## src/rtl/fma_load_sequencer.sv

```systemverilog
// Command-driven operand loader: reads a/b pairs for every FMA lane from a
// single-port BRAM each step and writes them into the FMA memory buffer.
module fma_load_sequencer #(
    parameter int FMA_COUNT    = 2,
    parameter int WIDTH        = 16,
    parameter int ADDR_WIDTH   = 10,
    parameter int LEN_WIDTH    = 8,
    parameter int BRAM_LATENCY = 2
) (
    input  logic                         clk_in,
    input  logic                         rst_in,
    input  logic                         start_in,
    input  logic [ADDR_WIDTH-1:0]        a_base_in,
    input  logic [ADDR_WIDTH-1:0]        b_base_in,
    input  logic [LEN_WIDTH-1:0]         length_in,
    input  logic [WIDTH-1:0]             c_init_in,
    output logic                         ready_out,
    output logic                         done_out,
    output logic                         rd_en_out,
    output logic [ADDR_WIDTH-1:0]        rd_addr_out,
    input  logic [WIDTH-1:0]             rd_data_in,
    output logic [FMA_COUNT*3*WIDTH-1:0] buf_abc_out,
    output logic [FMA_COUNT*3-1:0]       buf_abc_valid_out,
    input  logic                         buf_abc_valid_in,
    output logic [1:0]                   dbg_state_out
);

    // Handshake: a command is taken on any cycle where start_in and ready_out are
    // both high; start_in while ready_out is low is dropped, never queued.

    typedef enum logic [1:0] {
        S_IDLE     = 2'd0,
        S_ISSUE    = 2'd1,
        S_DRAIN    = 2'd2,
        S_WAIT_BUF = 2'd3
    } state_t;

    localparam int LANE_W = (FMA_COUNT > 1) ? $clog2(FMA_COUNT) : 1;
    localparam int CNT_W  = $clog2(2 * FMA_COUNT);
    localparam int TAG_W  = LANE_W + 2;
    localparam int SLOT_W = 3 * WIDTH;
    localparam logic [CNT_W-1:0]  LAST_ISSUE = CNT_W'(2 * FMA_COUNT - 1);
    localparam logic [LANE_W-1:0] LAST_LANE  = LANE_W'(FMA_COUNT - 1);

    state_t state_q, state_d;

    logic [ADDR_WIDTH-1:0]        a_base_q, b_base_q;
    logic [LEN_WIDTH-1:0]         len_q, k_q;
    logic [WIDTH-1:0]             c_q;
    logic [CNT_W-1:0]             issue_cnt_q;
    logic                         done_q;
    logic [TAG_W-1:0]             tag_pipe [BRAM_LATENCY];
    logic [WIDTH-1:0]             a_hold_q;
    logic [FMA_COUNT*3*WIDTH-1:0] abc_q;
    logic [FMA_COUNT*3-1:0]       abc_valid_q;
    logic                         last_wr_q;

    logic [LANE_W-1:0]     issue_lane;
    logic                  issue_is_b;
    logic [ADDR_WIDTH-1:0] step_off;
    logic                  last_step;
    logic [TAG_W-1:0]      tag_out;
    logic                  ret_valid, ret_is_b;
    logic [LANE_W-1:0]     ret_lane;

    assign issue_lane = LANE_W'(issue_cnt_q >> 1);
    assign issue_is_b = issue_cnt_q[0];
    // Address arithmetic is deliberately modulo 2^ADDR_WIDTH.
    assign step_off   = ADDR_WIDTH'(k_q) * ADDR_WIDTH'(FMA_COUNT) + ADDR_WIDTH'(issue_lane);
    assign last_step  = (k_q == len_q - LEN_WIDTH'(1));
    assign tag_out    = tag_pipe[BRAM_LATENCY-1];
    assign ret_valid  = tag_out[TAG_W-1];
    assign ret_is_b   = tag_out[TAG_W-2];
    assign ret_lane   = tag_out[LANE_W-1:0];

    always_ff @(posedge clk_in) begin
        if (rst_in) begin
            state_q <= S_IDLE;
        end else begin
            state_q <= state_d;
        end
    end

    always_comb begin
        state_d = state_q;
        case (state_q)
            S_IDLE:     if (start_in && length_in != '0) state_d = S_ISSUE;
            S_ISSUE:    if (issue_cnt_q == LAST_ISSUE) state_d = S_DRAIN;
            S_DRAIN:    if (last_wr_q) state_d = S_WAIT_BUF;
            S_WAIT_BUF: if (buf_abc_valid_in) state_d = last_step ? S_IDLE : S_ISSUE;
            default:    state_d = S_IDLE;
        endcase
    end

    always_comb begin
        ready_out     = (state_q == S_IDLE);
        rd_en_out     = (state_q == S_ISSUE);
        rd_addr_out   = '0;
        dbg_state_out = state_q;
        if (state_q == S_ISSUE) begin
            rd_addr_out = (issue_is_b ? b_base_q : a_base_q) + step_off;
        end
    end

    assign done_out          = done_q;
    assign buf_abc_out       = abc_q;
    assign buf_abc_valid_out = abc_valid_q;

    always_ff @(posedge clk_in) begin
        if (rst_in) begin
            a_base_q    <= '0;
            b_base_q    <= '0;
            len_q       <= '0;
            c_q         <= '0;
            k_q         <= '0;
            issue_cnt_q <= '0;
            done_q      <= 1'b0;
        end else begin
            done_q <= 1'b0;
            case (state_q)
                S_IDLE: begin
                    if (start_in) begin
                        a_base_q    <= a_base_in;
                        b_base_q    <= b_base_in;
                        len_q       <= length_in;
                        c_q         <= c_init_in;
                        k_q         <= '0;
                        issue_cnt_q <= '0;
                        done_q      <= (length_in == '0);
                    end
                end
                S_ISSUE: begin
                    issue_cnt_q <= (issue_cnt_q == LAST_ISSUE) ? '0 : issue_cnt_q + CNT_W'(1);
                end
                S_WAIT_BUF: begin
                    if (buf_abc_valid_in) begin
                        if (last_step) begin
                            done_q <= 1'b1;
                        end else begin
                            k_q         <= k_q + LEN_WIDTH'(1);
                            issue_cnt_q <= '0;
                        end
                    end
                end
                default: ;
            endcase
        end
    end

    // Each read's identity travels alongside the BRAM latency so returning data can be routed.
    always_ff @(posedge clk_in) begin
        if (rst_in) begin
            for (int i = 0; i < BRAM_LATENCY; i++) tag_pipe[i] <= '0;
        end else begin
            tag_pipe[0] <= {(state_q == S_ISSUE), issue_is_b, issue_lane};
            for (int i = 1; i < BRAM_LATENCY; i++) tag_pipe[i] <= tag_pipe[i-1];
        end
    end

    always_ff @(posedge clk_in) begin
        if (rst_in) begin
            a_hold_q    <= '0;
            abc_q       <= '0;
            abc_valid_q <= '0;
            last_wr_q   <= 1'b0;
        end else begin
            abc_q       <= '0;
            abc_valid_q <= '0;
            last_wr_q   <= 1'b0;
            if (ret_valid && !ret_is_b) a_hold_q <= rd_data_in;
            // a and b land together: the buffer rejects a lane write that splits them.
            if (ret_valid && ret_is_b) begin
                abc_q[int'(ret_lane)*SLOT_W +: WIDTH]           <= a_hold_q;
                abc_q[int'(ret_lane)*SLOT_W + WIDTH +: WIDTH]   <= rd_data_in;
                abc_q[int'(ret_lane)*SLOT_W + 2*WIDTH +: WIDTH] <= (k_q == '0) ? c_q : '0;
                abc_valid_q[int'(ret_lane)*3 +: 3]              <= (k_q == '0) ? 3'b111 : 3'b011;
                last_wr_q                                       <= (ret_lane == LAST_LANE);
            end
        end
    end

endmodule
```

## config.mk

```make
export PLATFORM = sky130hd
export DESIGN_NAME = fma_load_sequencer
export DESIGN_NICKNAME = d
export VERILOG_FILES = /design/src/rtl/fma_load_sequencer.sv
export SDC_FILE = /design/constraint.sdc
export NUM_CORES = 1
export LEC_CHECK = 0
export CAP_MARGIN = 20
export CORE_MARGIN = 1
export CORE_UTILIZATION = 50
export CTS_CLUSTER_DIAMETER = 100
export DETAILED_ROUTE_END_ITERATION = 12
export GPL_ROUTABILITY_DRIVEN = 0
export PLACE_DENSITY = 0.83
export SETUP_SLACK_MARGIN = 0.2
export SLEW_MARGIN = 30
export SYNTH_ARGS = -nofsm -noshare
export SYNTH_HDL_FRONTEND = slang
export SYNTH_SLANG_ARGS = --single-unit
```

## constraint.sdc

```tcl
create_clock -name clk_in -period 5.7 [get_ports clk_in]
set_input_delay 1.14 -clock clk_in [delete_from_list [all_inputs] [get_ports clk_in]]
set_output_delay 1.14 -clock clk_in [all_outputs]
set_load 0.02 [all_outputs]
```

# Word level (Yosys, flattened, before mapping)
# Memory sizes are Yosys's and may differ from the RTL's.
# Cells that the tools add are included.
[op_classes]
n_addsub = 11
n_mul = 2
div = 0
n_lt_le_gt_ge = 0
n_eq_ne = 11
shifts = 8
n_mux = 30
bitwise_logic = 5
n_reduce_logical = 15
[op_table]
columns = ["operator", "count"]
rows = [
  ["16-bit by 33-bit variable shift with 96-bit output (first input constant)", 3],
  ["16-bit by 33-bit variable part select with 96-bit output", 3],
  ["96-bit bitwise mux", 2],
  ["96-bit bitwise AND", 1],
  ["32-bit negator with 33-bit output", 2],
  ["3-bit negator with 33-bit output", 1],
  ["8-bit negator with 33-bit output", 1],
  ["3-bit by 33-bit variable shift with 6-bit output (first input constant)", 1],
  ["3-bit by 33-bit variable part select with 6-bit output", 1],
  ["32-bit by 6-bit adder with 32-bit output (second input constant)", 1],
  ["8-bit two-way mux", 3],
  ["10-bit two-way mux", 2],
  ["8-bit logical NOT", 2],
  ["16-bit two-way mux", 1],
  ["2-bit two-way mux", 8],
  ["8-bit one-hot mux with 2 select lines", 1],
  ["4-bit AND reduction", 3],
  ["10-bit adder", 1],
  ["9-bit by 1-bit adder with 10-bit output", 1],
  ["3-bit two-way mux", 3],
  ["7-bit by 6-bit adder with 8-bit output (second input constant)", 1],
  ["8-bit by 1-bit adder with 8-bit output (second input constant)", 1],
  ["8-bit == test", 1],
  ["2-bit != test (second input constant)", 4],
  ["21 further kinds", 34],
]
[totals]
register_bits = 176
latchBits = 0
mem_bits_rw = 6
mem_bits_ro = 0
in_bits = 64
output_inout_bits = 117
wordCells = 95
n_memories = 1
[memory_table]
columns = ["name", "depth", "width", "read_ports", "rd_ports_with_merged_regs", "wr", "line", "text"]
rows = [
  ["tag_pipe", 2, 3, 2, 0, 2, "52", "logic [TAG_W-1:0] tag_pipe [BRAM_LATENCY];"],
]

# Depth between registers and ports, before layout
# An unclocked memory read counts as a cell.
[logic_depth]
ltp_word = 7
ltp_mapped = 11
mapped_depth_nobuf = 10

# Worst setup path after synthesis
# OpenSTA, ideal clock, no wires.
[synth_path]
path_kind = "flip-flop to output port"
from = "reg issue_cnt_q[0]"
to = "out rd_addr_out[6]"
arrival_ns = 2.640
t_required_ns = 4.560
path_slack_ns = 1.920
path_stages_with_launch = 12
path_buffers = 1
path_cell_list = "dfxtp_1 buf_1 mux2_2 ha_1 inv_1 fa_1 nor2b_1 o21ai_0 a21boi_0 o21ai_0 nor3b_1 nor3_1"
[synth_via]
elab_chain_cells = 3
[synth_rtl]
columns = ["item", "line", "text"]
rows = [
  ["start, declared", "50", "logic [CNT_W-1:0] issue_cnt_q;"],
  ["start signal, assigned", "133", "issue_cnt_q <= (issue_cnt_q == LAST_ISSUE) ? '0 : issue_cnt_q + CNT_W'(1);"],
  ["10-bit two-way mux", "101", "rd_addr_out = (issue_is_b ? b_base_q : a_base_q) + step_off;"],
  ["10-bit adder", "101", ""],
  ["10-bit two-way mux", "100", "if (state_q == S_ISSUE) begin"],
  ["end, declared", "20", "output logic [ADDR_WIDTH-1:0] rd_addr_out,"],
]
# Every way passes these cells.

# Worst setup path after layout
[layout_path]
from = "reg issue_cnt_q[0]"
to = "out rd_addr_out[9]"
# The elaborated chain is that of the path after synthesis.

==> summary.md <==
The run finished with clean final reports. The synthesized-area fraction occupied by ao, oa, aoi and oai cells works out to 0.09013. The worst-case IR drop observed on VDD is 0.0002296 V. In the post-synthesis netlist, the biggest area contributors are sky130_fd_sc_hd__dfxtp_1, sky130_fd_sc_hd__and2_1, sky130_fd_sc_hd__nand2_1, sky130_fd_sc_hd__a21oi_1, sky130_fd_sc_hd__ha_1.

The clock passes through at most 2 buffers. Most frequently used flop master after synthesis: sky130_fd_sc_hd__dfxtp_1. The peak fanout along the critical path came out at 13. The CTS buffer count was 17.

TritonCTS built the clock tree. The worst path arrival time was 3.77 ns; the number of global-route vias before repair was 5157. On the final layout, the worst clock skew is 0.007390 ns. The net count after synthesis came out at 768. The count of antenna diodes in the layout is 0, and the xor/xnor share of the synthesized area is 0.01496. For the sum of net half-perimeters after detailed placement, the log shows 11280 um. The static leakage power is 3.424 nW, and the number of nets at the end of the flow is 932. A synthesized cell averages 9.389 um2.

The tools report the overall track demand over capacity in global routing as 0.2487. The tools report the initial core utilization as 0.5125. For this design the ratio of total power to cell area is 353.4 nW/um2. Buffers placed on the I/O ports in this run total 180. The total die area came out at 13340 um2. The run gives 0.4261 as the worst max-slew margin expressed relative to the limit.

The post-route fraction of the period consumed by the critical path works out to 0.8614. The first global-routing pass estimated 25160 um of wire. In the synthesized netlist, the number of instances is 686. The floorplan step set the die width to 115.5 um. The commonest cells after synthesis are sky130_fd_sc_hd__dfxtp_1, sky130_fd_sc_hd__nand2_1, sky130_fd_sc_hd__and2_1.

Based on the critical path, the design can be clocked at up to 203.7 MHz. Yosys instantiated no cell more often than sky130_fd_sc_hd__dfxtp_1. The later pin in the worst-skew pair is clocked with a latency of 0.42 ns.

Summed over all instances, the cell type with the most area after synthesis is sky130_fd_sc_hd__dfxtp_1. Power comes to 0.003156 W. After floorplanning, the core was sized to cover 12570 um2. The routed layout has 5294 vias.

Share of the synthesized area in the top cell type: 0.5563. The worst setup path is of the reg2out kind. For the pin with the worst max-slew slack, the measured transition is 0.8608 ns. The vertical extent of the die is 115.5 um, and the final setup violation count is 0.

STA classifies the critical path startpoint as a flip-flop. The detailed-router iteration count before antenna repair is 6, and the aggregate global routing overflow is 0. In this run the clock root is driven by a sky130_fd_sc_hd__clkbuf_16. Final hold violation count: 0.

The simple-gate share of the synthesized area came out at 0.2440. The Yosys warning count came out at 0. For this design, the CTS-stage hold fixing added 0 buffers. The worst path in the final design needs a cycle of 4.910 ns, including I/O delays and setup.

For the final setup slack of the worst path, the log shows 0.7898 ns. Using the TritonRoute via totals, the vias-per-cell ratio works out to 5.115. The main combinational cell family by area after synthesis is simple AND/OR/NAND/NOR gates. At the placement stage, the worst setup path has a slack of 1.312 ns.

Once placement finished, the instance area stood at 8334 um2. CTS built an H-tree with a depth of 4. Post-CTS repair changed the size of 0 cells.

The share of synthesized registers carrying an async set or reset works out to 0. The post-CTS clock slew at the launch and capture registers of the worst setup and hold paths is 0.07 ns. The run gives 0 as the total DRC errors in the routed layout. Number of fill cells: 904. STA classifies the critical path endpoint as a primary output.

The final instance area is 8929 um2, and the number of max-cap violations is 0. The floorplan has 41 rows. The post-synthesis mux area share was 0.02409; the number of I/O pins was 181. The run gives 0 as the final-report max-slew violation count. The run gives 0 as the number of buffers inserted to repair setup after CTS. The area share of fa/ha/maj cells after synthesis works out to 0.03613. The starting DRC count in detailed routing was 403; the initial antenna violation count was 0. The number of enable flip-flop cells after synthesis works out to 0. The part of the Yosys area used for sequential elements is 0.5563, and the proportion of layout cells with a drive suffix above 1 is 0.06721. The area growth from synthesis to layout is 38.62%. Setup repair after global routing left no endpoint under its margin. The maximum number of pins on one net before global-route repair was 46; the number of sinks handled by clock tree synthesis was 179. The run gives 16300 um as the sum of routed wire length over all layers.

After routing, the total negative slack on setup checks comes to 0 ns. In this run, distinct cell masters in the synthesized netlist total 50. Summing every instance area after synthesis gives 6441 um2. The run gives 0.7104 as the final cell utilization of the core. The worst min-delay path class was reg2reg. In the final routed layout, each cell accounts on average for 15.75 um. After synthesis the netlist holds a flip-flop and latch count of 179.

In this run the remaining antenna-violating nets after routing total 0. The worst endpoint required time is 4.56 ns.
-- final cells by class --
type | count | area [um2] | share of cell area
clock inverters | 14 | 155.1 | 0.01738
multi-input cells | 453 | 2649 | 0.2967
repair buffers | 185 | 1834 | 0.2054
flip-flops and latches | 179 | 3583 | 0.4013
clock buffers | 18 | 439.2 | 0.04919
inverters | 14 | 52.55 | 0.005886
well taps | 172 | 215.2 | 0.02410
-- metrics by stage --
step / hold WS (ns) / std cells
finish: 0.4342 / 1035
global route: 0.4658 / 1035
CTS: 0.4392 / 1035
detailed placement: 0.4239 / 1003
global placement: 0.4224 / 1003
floorplan: 0.4138 / 686
-- worst max-delay path, stage by stage (launching register included) --
cell and delay (ns):
sky130_fd_sc_hd__dfxtp_1 0.68, sky130_fd_sc_hd__mux2i_1 0.35, sky130_fd_sc_hd__inv_1 0.07, sky130_fd_sc_hd__ha_1 0.28
sky130_fd_sc_hd__a21oi_1 0.21, sky130_fd_sc_hd__o211ai_1 0.18, sky130_fd_sc_hd__o41ai_1 0.49, sky130_fd_sc_hd__o21ai_0 0.21
sky130_fd_sc_hd__xor2_1 0.18, sky130_fd_sc_hd__nor2_1 0.09, sky130_fd_sc_hd__clkdlybuf4s50_1 0.61
-- cell usage in the layout, fill, tap and decap left out, types with 5 or more instances in the layout --
master,netlist,final
sky130_fd_sc_hd__dfxtp_1,179,179
sky130_fd_sc_hd__clkdlybuf4s50_1,0,179
sky130_fd_sc_hd__nand2_1,130,130
sky130_fd_sc_hd__and2_1,98,98
sky130_fd_sc_hd__a21oi_1,74,74
sky130_fd_sc_hd__ha_1,17,17
sky130_fd_sc_hd__clkbuf_16,0,17
sky130_fd_sc_hd__nor2_1,15,15
sky130_fd_sc_hd__inv_1,14,14
sky130_fd_sc_hd__o21ai_0,14,14
sky130_fd_sc_hd__nor3_1,12,11
sky130_fd_sc_hd__nor2b_1,10,9
sky130_fd_sc_hd__mux2_2,8,8
sky130_fd_sc_hd__xor2_1,8,8
sky130_fd_sc_hd__or3_1,6,6
sky130_fd_sc_hd__and3_1,6,6
sky130_fd_sc_hd__mux2i_1,5,5
sky130_fd_sc_hd__nand2b_1,5,5
sky130_fd_sc_hd__buf_4,3,5
-- final timing paths --
check                                      end  cells after the start           start  slack, ns
worst max-delay path            rd_addr_out[9]                     10  issue_cnt_q[0]       0.79
worst min-delay path            tag_pipe[0][3]                      1  tag_pipe[0][0]       0.43
worst max register to register          k_q[5]                      8        len_q[0]       3.29
worst min register to register  tag_pipe[0][3]                      1  tag_pipe[0][0]       0.43
-- report_power, final --
| group | internal, W | switching (W) | leakage, nW |
|---|---|---|---|
| sequential | 0.00133 | 0.0000693 | 1.45 |
| combinational | 0.000249 | 0.000353 | 1.69 |
| clock | 0.000662 | 0.000491 | 0.281 |
-- registers in the layout, indices dropped and copies added, names as in the netlist --
signal and count:
dbg_state_out 2, issue_cnt_q 2, b_base_q 10, k_q 8
buf_abc_valid_out 4, a_hold_q 16, a_base_q 10, tag_pipe 6
buf_abc_out 96, c_q 16, len_q 8, done_out 1
-- per-layer routing --
layer / routed length, um / vias to the layer above / global-route usage
li1: - / 2575 / -
met1: 6616 / 2497 / 0.2778
met2: 8426 / 201 / 0.4487
met3: 1048 / 21 / 0.07688
met4: 206 / 0 / 0.08139
met5: 0 / - / 0
-- logic make-up (layout without fill, tap and decap cells) --
kind of cell	count (synthesis)	in the layout
simple gates	305	305
flops	179	179
compound gates	105	105
buf+inv	54	231
fa+ha+maj	18	18
mux	14	14
xor+xnor	11	11
No activity file was read; power rests on OpenSTA's default activity.
==> patch, RTL diff (same settings) <==
Put a register stage on the output `dbg_state_out`, without a reset. The value now appears one clock later. The other outputs are not delayed to match.
--- a/src/rtl/fma_load_sequencer.sv
+++ b/src/rtl/fma_load_sequencer.sv
@@ -41,6 +41,8 @@
     localparam int SLOT_W = 3 * WIDTH;
     localparam logic [CNT_W-1:0]  LAST_ISSUE = CNT_W'(2 * FMA_COUNT - 1);
     localparam logic [LANE_W-1:0] LAST_LANE  = LANE_W'(FMA_COUNT - 1);
+
+    logic [1:0] dbg_state_d;
 
     state_t state_q, state_d;
 
@@ -96,7 +98,7 @@
         ready_out     = (state_q == S_IDLE);
         rd_en_out     = (state_q == S_ISSUE);
         rd_addr_out   = '0;
-        dbg_state_out = state_q;
+        dbg_state_d = state_q;
         if (state_q == S_ISSUE) begin
             rd_addr_out = (issue_is_b ? b_base_q : a_base_q) + step_off;
         end
@@ -179,4 +181,8 @@
         end
     end
 
+    always_ff @(posedge clk_in) begin
+        dbg_state_out <= dbg_state_d;
+    end
+
 endmodule
Check against the original RTL: not equivalent (Yosys sat finds a counterexample within 4 cycles, from zero or initial values and one cycle with rst_in high).
==> patch against the unedited design <==
  * Register-to-register slack worse by 0.37 ns
  * Wire length down 3.1%
  * Non-clock buffer count unchanged
  * Via count down 0.42%
  * First-iteration DRC count down 1.5%
  * Sequential share of layout area up 0.47 points
  * Area after synthesis up 0.49%
  * Sequential cell count up 2
  * Worst setup slack worse by 0.24 ns
  * Final area about the same
  * Total power down 1.9%
  * Highest routed layer unchanged
==> patch: results (changes against the unedited design) <==
* Outcome: finished, final reports clean
* Largest cells by area after synthesis: sky130_fd_sc_hd__dfxtp_1 (56%), sky130_fd_sc_hd__and2_1 (9.6%), sky130_fd_sc_hd__nand2_1 (7.4%)
* Post-detail-place hpwl at 11,100 microns (-2.0%)
* Layout cell share with drive strength beyond 1 at 6.37% (-0.35 points)
* HP Class: reg2reg
* Global Route Usage Sum at 24.3% (-0.53 points)
* Initial DRC count at 397 (-1.5%)
* Global-route wire length before repair at 24,900 microns (-1.0%)
* Data arrival time of the worst path at 4.01 ns (+0.24 ns)
* Worst Path Max Fanout at 13 (unchanged)
* Antenna violations before repair at 0 (unchanged)
* Number of different library cells in the post-synthesis netlist at 53 (+6.0%)
* Detailed Route WL at 15,800 microns (-3.1%)
* Fillcell total at 949 (+5.0%)
* Worst Max-Slew Pin Slew at 0.908 ns (+0.0467 ns)
* Maximum count of clock buffers along a single path at 2 (unchanged)
* Max rail drop VDD at 0.332 mV (+45%)
* Worst setup skew after layout at 0.00771 ns (+0.000318 ns)
* Largest net degree at the start of global routing at 75 (+63%)
* Async S/R FF share, synth at 0% (unchanged)
* Post-CTS setup buffers at 0 (unchanged)
* Portion of the post-synthesis area used by sequential elements at 56.0% (+0.35 points)
* Average vias per placed instance at 5.09 (-0.42%)
* Syn Nets at 765 (-0.39%)
* Flip-flop count of the largest register after layout at 96 (unchanged)
* Number of global-route vias before repair at 5,034 (-2.4%)
* Static leakage at 0.00348 uW (+1.7%)
* Setup slack after placement at 1.07 ns (-0.237 ns)
* Number of warnings printed during yosys synthesis at 0 (unchanged)
* Post-synth top cells: sky130_fd_sc_hd__dfxtp_1 (181), sky130_fd_sc_hd__nand2_1 (127), sky130_fd_sc_hd__and2_1 (99)
* Pre-Repair DR Iteration Count at 5 (-1)
patch: critical path, cell delays in order (launching register included):
cell and delay [ns]:
sky130_fd_sc_hd__dfxtp_1 0.68, sky130_fd_sc_hd__mux2_2 0.40, sky130_fd_sc_hd__ha_1 0.19, sky130_fd_sc_hd__inv_1 0.07
sky130_fd_sc_hd__fa_1 0.19, sky130_fd_sc_hd__nor2b_1 0.06, sky130_fd_sc_hd__o21ai_0 0.27, sky130_fd_sc_hd__a21boi_0 0.20
sky130_fd_sc_hd__o21a_1 0.25, sky130_fd_sc_hd__o41ai_1 0.34, sky130_fd_sc_hd__mux2i_1 0.29, sky130_fd_sc_hd__clkdlybuf4s50_1 0.64
patch: path summary, 6_finish.rpt:
path                                startpoint               end  slack, ns  cells past startpoint
worst min-delay path            dbg_state_d[0]  dbg_state_out[0]       0.42                      0
worst max-delay path            issue_cnt_q[0]    rd_addr_out[8]       0.55                     11
worst min register to register  dbg_state_d[0]  dbg_state_out[0]       0.42                      0
worst max register to register        len_q[0]    issue_cnt_q[0]       2.92                      8
patch: power by group:
group | switching (uW) | leakage, uW | internal [uW] | total (uW)
Clock | 490 | 0.000258 | 574 | 1060
Sequential | 68.3 | 0.00147 | 1350 | 1420
Combinational | 359 | 0.00176 | 252 | 612
Total | 918 | 0.00348 | 2180 | 3100
patch: logic make-up after synthesis:
family,count (synthesis),share of synthesized area (%)
simple gates,300,23.8
flops,181,56.0
compound gates,105,9.18
buf+inv,54,3.42
fa+ha+maj,18,3.60
mux,14,2.40
xor+xnor,11,1.60
patch: metrics by stage:
stage                     total power [uW]  hold WS (ns)  std cells  utilization, %  instance area (sq um)
after global routing                  3250         0.444       1035            70.7                   8920
final                                 3100         0.419       1035            70.7                   8920
after detailed placement              2050         0.406       1003            66.4                   8380
after CTS                             3110         0.425       1035            70.7                   8920
after global placement                2020         0.413       1003            66.4                   8370
after floorplan                       1850         0.380        683               -                   6470
patch: layout make-up:
type	instances	area (sq um)	area share [%]
Inverter	17	63.8	0.715
Tap cell	172	215	2.41
Clock buffer	19	443	4.96
Sequential cell	181	3620	40.6
Clock inverter	13	105	1.18
Timing Repair Buffer	185	1830	20.6
Multi-Input combinational cell	448	2640	29.6
patch: layer usage:
| layer | wire length (microns) | vias to the layer above | global-route usage (%) | part of all wire [%] |
|---|---|---|---|---|
| met5 | 0 | - | 0 | 0 |
| met4 | 409 | 0 | 10.8 | 2.6 |
| met3 | 781 | 35 | 4.71 | 4.9 |
| met2 | 8000 | 182 | 43.0 | 51 |
| met1 | 6600 | 2484 | 28.6 | 42 |
| li1 | - | 2571 | - | - |
